===== src/rtl/fetch_decode_stage.sv =====
// IF/ID pipeline register with ARM field decode, NZCV condition check and branch resolution.
// Optional macro BL_LINK_EN adds link_we/link_addr outputs for BL (R14 write-back).
module fetch_decode_stage #(
    parameter int unsigned DATA_WIDTH = 32,
    parameter int unsigned CNT_WIDTH  = 16
) (
    input  logic                  clk,
    input  logic                  reset,
    input  logic [DATA_WIDTH-1:0] instr_f,
    input  logic [DATA_WIDTH-1:0] pcplus4_f,
    input  logic                  stall,
    input  logic                  flush,
    input  logic                  flags_we,
    input  logic [3:0]            flags_in,
    output logic                  valid_d,
    output logic [DATA_WIDTH-1:0] instr_d,
    output logic [DATA_WIDTH-1:0] pcplus8_d,
    output logic                  cond_pass,
    output logic                  is_dp,
    output logic                  is_mem,
    output logic                  is_branch,
    output logic [3:0]            rn_d,
    output logic [3:0]            rd_d,
    output logic [3:0]            rm_d,
    output logic [11:0]           imm_d,
    output logic [DATA_WIDTH-1:0] branch_add,
    output logic                  pc_src,
    output logic                  pc_hold,
`ifdef BL_LINK_EN
    output logic                  link_we,
    output logic [DATA_WIDTH-1:0] link_addr,
`endif
    output logic [CNT_WIDTH-1:0]  branch_count
);

    logic                  valid_q, valid_d_n;
    logic [DATA_WIDTH-1:0] instr_q, instr_d_n;
    logic [DATA_WIDTH-1:0] pcplus4_q, pcplus4_d;
    logic [3:0]            flags_q, flags_d;
    logic                  squash_q, squash_d;
    logic [CNT_WIDTH-1:0]  branch_count_q, branch_count_d;

    logic                  flag_n, flag_z, flag_c, flag_v;
    logic                  cond_ok;
    logic [1:0]            op;
    logic [DATA_WIDTH-1:0] offset;

    assign flag_n = flags_q[3];
    assign flag_z = flags_q[2];
    assign flag_c = flags_q[1];
    assign flag_v = flags_q[0];

    always_comb begin
        cond_ok = 1'b0;
        case (instr_q[31:28])
            4'b0000: cond_ok = flag_z;
            4'b0001: cond_ok = !flag_z;
            4'b0010: cond_ok = flag_c;
            4'b0011: cond_ok = !flag_c;
            4'b0100: cond_ok = flag_n;
            4'b0101: cond_ok = !flag_n;
            4'b0110: cond_ok = flag_v;
            4'b0111: cond_ok = !flag_v;
            4'b1000: cond_ok = flag_c && !flag_z;
            4'b1001: cond_ok = !flag_c || flag_z;
            4'b1010: cond_ok = (flag_n == flag_v);
            4'b1011: cond_ok = (flag_n != flag_v);
            4'b1100: cond_ok = !flag_z && (flag_n == flag_v);
            4'b1101: cond_ok = flag_z || (flag_n != flag_v);
            4'b1110: cond_ok = 1'b1;
            default: cond_ok = 1'b0;
        endcase
    end

    assign op        = instr_q[27:26];
    assign valid_d   = valid_q;
    assign instr_d   = instr_q;
    assign cond_pass = cond_ok;
    assign is_dp     = valid_q && (op == 2'b00);
    assign is_mem    = valid_q && (op == 2'b01);
    assign is_branch = valid_q && (op == 2'b10) && instr_q[25];
    assign rn_d      = instr_q[19:16];
    assign rd_d      = instr_q[15:12];
    assign rm_d      = instr_q[3:0];
    assign imm_d     = instr_q[11:0];

    // ARM reads PC as the branch address + 8; offset is a signed word count.
    assign pcplus8_d  = pcplus4_q + DATA_WIDTH'(4);
    assign offset     = {{(DATA_WIDTH - 26){instr_q[23]}}, instr_q[23:0], 2'b00};
    assign branch_add = pcplus8_d + offset;

    assign pc_src       = valid_q && is_branch && cond_ok && !stall && !flush;
    assign pc_hold      = stall;
    assign branch_count = branch_count_q;

`ifdef BL_LINK_EN
    assign link_we   = pc_src && instr_q[24];
    assign link_addr = pcplus4_q;
`endif

    always_comb begin
        valid_d_n      = valid_q;
        instr_d_n      = instr_q;
        pcplus4_d      = pcplus4_q;
        squash_d       = squash_q;
        flags_d        = flags_we ? flags_in : flags_q;
        branch_count_d = branch_count_q;

        if (flush) begin
            valid_d_n = 1'b0;
            instr_d_n = '0;
        end else if (stall) begin
            // hold everything
        end else if (squash_q) begin
            valid_d_n = 1'b0;
            instr_d_n = '0;
            squash_d  = 1'b0;
        end else begin
            valid_d_n = 1'b1;
            instr_d_n = instr_f;
            pcplus4_d = pcplus4_f;
        end

        // A redirect marks the next loaded slot as wrong-path.
        if (pc_src) begin
            squash_d = 1'b1;
            if (branch_count_q != {CNT_WIDTH{1'b1}}) begin
                branch_count_d = branch_count_q + CNT_WIDTH'(1);
            end
        end
    end

    always_ff @(posedge clk or negedge reset) begin
        if (!reset) begin
            valid_q        <= 1'b0;
            instr_q        <= '0;
            pcplus4_q      <= '0;
            flags_q        <= 4'b0000;
            squash_q       <= 1'b0;
            branch_count_q <= '0;
        end else begin
            valid_q        <= valid_d_n;
            instr_q        <= instr_d_n;
            pcplus4_q      <= pcplus4_d;
            flags_q        <= flags_d;
            squash_q       <= squash_d;
            branch_count_q <= branch_count_d;
        end
    end

endmodule


===== config.mk =====
export PLATFORM = sky130hd
export DESIGN_NAME = fetch_decode_stage
export DESIGN_NICKNAME = d
export VERILOG_FILES = /design/src/rtl/fetch_decode_stage.sv
export SDC_FILE = /design/constraint.sdc
export NUM_CORES = 1
export LEC_CHECK = 0
export BUFFER_PORTS_ARGS = -buffer_cell sky130_fd_sc_hd__buf_2
export CAP_MARGIN = 40
export CORE_AREA = 2 2 128 130
export DETAILED_ROUTE_END_ITERATION = 8
export DIE_AREA = 0 0 130 132
export GPL_TIMING_DRIVEN = 0
export SYNTH_ARGS = -nofsm -noshare
export SYNTH_HDL_FRONTEND = slang
export SYNTH_SLANG_ARGS = --single-unit

===== constraint.sdc =====
create_clock -name clk -period 4.9 [get_ports clk]
set_input_delay 0.98 -clock clk [delete_from_list [all_inputs] [get_ports clk]]
set_output_delay 0.98 -clock clk [all_outputs]
set_load 0.005 [all_outputs]

[Yosys cells after proc, flatten, opt, wreduce, memory -nomap -nowiden]
Cells that the tools add are included.
Cells by class
  reductions and logical operators: 23
  bitwise gates (word level): 3
  add/subtract/negate cells: 3
  mux-type cells: 10
  equality and inequality tests: 22
Operator list (number)
  32-bit two-way mux: 3
  32-bit by 3-bit adder with 32-bit output, second input constant: 1
  32-bit adder: 1
  4-bit == test, second input constant: 7
  16-bit by 1-bit adder with 16-bit output, second input constant: 1
  4-bit by 3-bit == test with 1-bit output, second input constant: 4
  16-bit inequality test, second input constant: 1
  1-bit case mux with 15 select lines: 1
  1-bit logical AND: 10
  4-bit by 2-bit == test with 1-bit output, second input constant: 2
  1-bit zero test: 6
  1-bit two-way mux: 6
  2-bit by 1-bit inequality test with 1-bit output, second input constant: 3
  4-bit by 1-bit == test with 1-bit output, second input constant: 1
  4-bit zero test: 1
  2-bit AND reduction: 2
  1-bit NOT: 3
  3-bit AND reduction: 1
  2-bit by 1-bit == test with 1-bit output, second input constant: 1
  2-bit == test, second input constant: 1
  2-bit zero test: 1
  1-bit logical OR: 2
  1-bit == test: 1
  1-bit inequality test: 1
Storage, ports and cells
  word-level logic and storage cells: 67
  output and inout bits: 143
  input bits: 73
  bits in registers: 86

[Logic depth before layout (Yosys ltp)]
  word-level depth: 9
  depth in mapped cells: 16
  depth with buffers taken out: 15

[Least setup slack after synthesis]
OpenSTA, ideal clock, no wires.
  path type: reg2out
  start point: register pcplus4_q[4]
  end point: output port branch_add[26]
  data arrival time: 3035 ps
  setup slack: 885 ps
  path buffers: 1
  stages on the path, launching flop included: 13
  required time: 3920 ps
  cells stage by stage: dfrtp_1 -> nand4_1 -> nor4_2 -> nand3_1 -> xnor2_1 -> ha_1 -> clkbuf_1 -> o221ai_1 -> or3_1 -> a32o_1 -> o31a_1 -> o21ai_1 -> xor2_1
On the way
  longest elaborated chain between the ends: 2
Ends and longest elaborated chain
  from (decl): line 38  | logic [DATA_WIDTH-1:0] pcplus4_q, pcplus4_d;
  from (signal assigned): line 144  | pcplus4_q <= pcplus4_d;
  32-bit by 3-bit adder with 32-bit output: line 88  | assign pcplus8_d = pcplus4_q + DATA_WIDTH'(4);
  via pcplus8_d[19]: line 17  | output logic [DATA_WIDTH-1:0] pcplus8_d,
  32-bit adder: line 90  | assign branch_add = pcplus8_d + offset;
  to (decl): line 26  | output logic [DATA_WIDTH-1:0] branch_add,
The timed path passes the listed nets, and every way through them passes these cells.

[Worst setup path in the final report]
  start point: register pcplus4_q[9]
  end point: output port branch_add[26]
On the way
  longest elaborated chain between the ends: 2
Ends and longest elaborated chain (line)
  32-bit by 3-bit adder with 32-bit output: 88
  32-bit adder: 90
No other way between the ends.

==> flow_summary.toml <==
[place]
portBuffers = 215
place_congestion = 0.873
place_hpwl_um = 13200

[floorplan]
design.core.area_um2 = 15700
dieArea_um2 = 17200
pin_count = 216
start_util_pct = 37.4
fp-row-count = 46
die_w_um = 130
die_h_um = 132

[final_layout]
area_growth_syn_to_layout_pct = 31.5
fillers = 1561
fin_nets = 925
drive_gt1_share_pct = 41.4

[cts]
ctsHtreeMaxLevel = 3
clock_latency_ns = 0.35
cts_tree = "yes"
clock-sinks = 86
cts_made_buffers = 9
cts_root_buf = "clkbuf_16"
clock_path_buffers = 2
clkTransAtPathRegs_ns = 0.07

[synthesis]
synth_nets = 700
yosysSeqAreaShare_pct = 36.7
synth.area.top_cells = "dfrtp_1, ha_1, mux2_2"
netlist_area_um2 = 5870
yosys.area.top_type = "dfrtp_1"
ys.flop_type = "dfrtp_1"
netlist_instances = 592
synth.most_common_cell = "dfrtp_1"
synthTopCellsByCount = "dfrtp_1, xnor2_1, nand2_1"
post_synth_num_cell_types = 67
ys_async_sr_fraction_pct = 100
synth.top_cell.area_share_pct = 36.7
synth_edf_count = 0
yosys_warnings = 0
ys_seq_elements = 86
syn-mean-instance-area_um2 = 9.92

[grt]
antenna_found_initial = 4
grt_start_max_net_pins = 45
grt_pass1_wl_um = 26300
grt_overflow = 0
first_global_vias = 5052
track_usage_pct = 19.5

[power]
switching_power_w = 0.000778
vdd_drop_max_uv = 167
p_leak_nw = 3.92
power_frac_seq_pct = 34.6
power.internal_w = 0.00166
combPwrFrac_pct = 32.1
powerDensity_nw_per_um2 = 316
switching_share_pct = 31.8
share_clk_of_total_power_pct = 33.4

[sta]
relSlewSlack_pct = 55.7
max_freq_mhz = 215
worst_slew_pin_slew_ns = 0.661
finalSetupTns_ns = 0
setup_viol = 0
min_period_ns = 4.66
maxSlewViolCount = 0
fin_crit_sh_pct = 95.1
hold_violations = 0
rsz0062_at_grt = "yes"
whs_ns = 0.489
fin_skew_ns = 0.00942

[detailed_routing]
drc_errors = 0
wl_um = 16800
drtAntennaViolNets = 0
firstDrtPassIters = 4
wl_per_cell_um = 16.1
dr_total_vias = 5263
drtIter0Drc = 218
viasPerCell = 5.06

[worst_setup_path]
rrSetupSlack_ns = 2.48
arrival_ns = 3.68
path_class = "reg -> out"
rr_worst_depth = 9
crit_required_ns = 3.92
rr_endpoint = "branch_count[12]"
reg2reg_from = "instr_d[31]"
end_kind = "output pin"
worstSetupStartpointType = "flip-flop"
critPathMaxFanout = 7

[worst_hold_path]
hp-class = "reg -> reg"
min_path_cells = 1
hold_path_startpoint = "branch_count[4]"
holdPathEnd = "branch_count[4]"

[status]
status = "finished clean"

[job]
cap_violations = 0
-- routing by layer --
| layer | part of all wire (%) | GRT usage (%) |
|---|---|---|
| met1 | 45 | 25.6 |
| met2 | 49 | 32.1 |
| met3 | 4.8 | 4.71 |
| met4 | 1.3 | 4.90 |
| met5 | 0.084 | 0 |
-- kinds of logic after synthesis --
family / synth area share [%]
and+or+nand+nor: 15.6
buffers and inverters: 6.54
xor gates and xnor gates: 10.6
adders and majority gates: 7.59
DFF: 36.7
AOI/OAI and AO/OA: 15.8
muxes: 7.27
-- what timing repair did --
action                     in CTS  in global routing
gates resized for setup         1                 24
hold buffers                    0                  0
setup endpoints to repair       4                 11
pin swaps                       1                  5
setup buffers                   0                  1
-- registers in the layout, summed over array words and instances, names as in the netlist --
name,flops
valid_d,1
squash_q,1
instr_d,32
branch_count,16
pcplus4_q,32
flags_q,4
-- worst max-delay path, stage by stage (launching register included) --
cell      delay, ns
dfrtp_2        0.42
nand4_1        0.20
nor4_4         0.42
nand2_1        0.15
xnor2_2        0.20
ha_4           0.33
a21o_1         0.15
a311oi_1       0.06
or3_1          0.43
a32o_1         0.27
o31a_1         0.28
o21ai_1        0.16
xor2_1         0.15
buf_2          0.12
-- worst max-delay path by stage --
stage,startpoint,endpoint,cells after the start
3_5_place_dp,pcplus4_q[4],branch_add[26],13
2_1_floorplan,pcplus4_q[4],branch_add[26],12
4_1_cts,pcplus4_q[8],branch_add[27],13
6_report,pcplus4_q[9],branch_add[26],13
5_1_grt,pcplus4_q[10],branch_add[27],12
3_3_place_gp,pcplus4_q[4],branch_add[26],13
-- final cells by class --
cell class | instances | area (um^2) | share of cell area, %
Antenna cell | 3 | 7.51 | 0.0973
Buffer | 50 | 317 | 4.10
Clock buffer | 11 | 243 | 3.14
Clock inverter | 5 | 106 | 1.38
Inverter | 15 | 56.3 | 0.729
Multi-Input combinational cell | 438 | 3450 | 44.7
Sequential cell | 86 | 2160 | 27.9
Tap cell | 216 | 270 | 3.50
Timing Repair Buffer | 217 | 1110 | 14.4
-- power groups by stage --
stage          logic, W  registers (W)  clock network, W
2_1_floorplan  0.000471       0.000837                 0
3_3_place_gp   0.000761       0.000852                 0
3_5_place_dp   0.000771       0.000854                 0
4_1_cts        0.000773       0.000840          0.000836
5_1_grt        0.000868       0.000854          0.000866
6_report       0.000783       0.000844          0.000815
-- placed cells by master, fill, tap and decap left out, types with 29 or more instances in the layout --
cell / instances
buf_2: 215
dfrtp_1: 83
xnor2_1: 35
nand2_1: 35
mux2_2: 34
buf_4: 32
a22o_1: 32
nor2_1: 31
xor2_1: 29
ha_1: 29
-- metrics by stage --
stage                     std cells  setup slack, ns  instance area (um^2)  util (%)  power, W
after floorplan                 592            0.885                  5870         -   0.00131
after global routing           1041          -0.0258                  7720      49.1   0.00259
final                          1041            0.241                  7720      49.1   0.00244
after global placement         1023            0.293                  7220      45.9   0.00161
after detailed placement       1024            0.265                  7250      46.1   0.00162
after CTS                      1040          0.00684                  7600      48.4   0.00245
No activity file was read; power rests on OpenSTA's default activity.
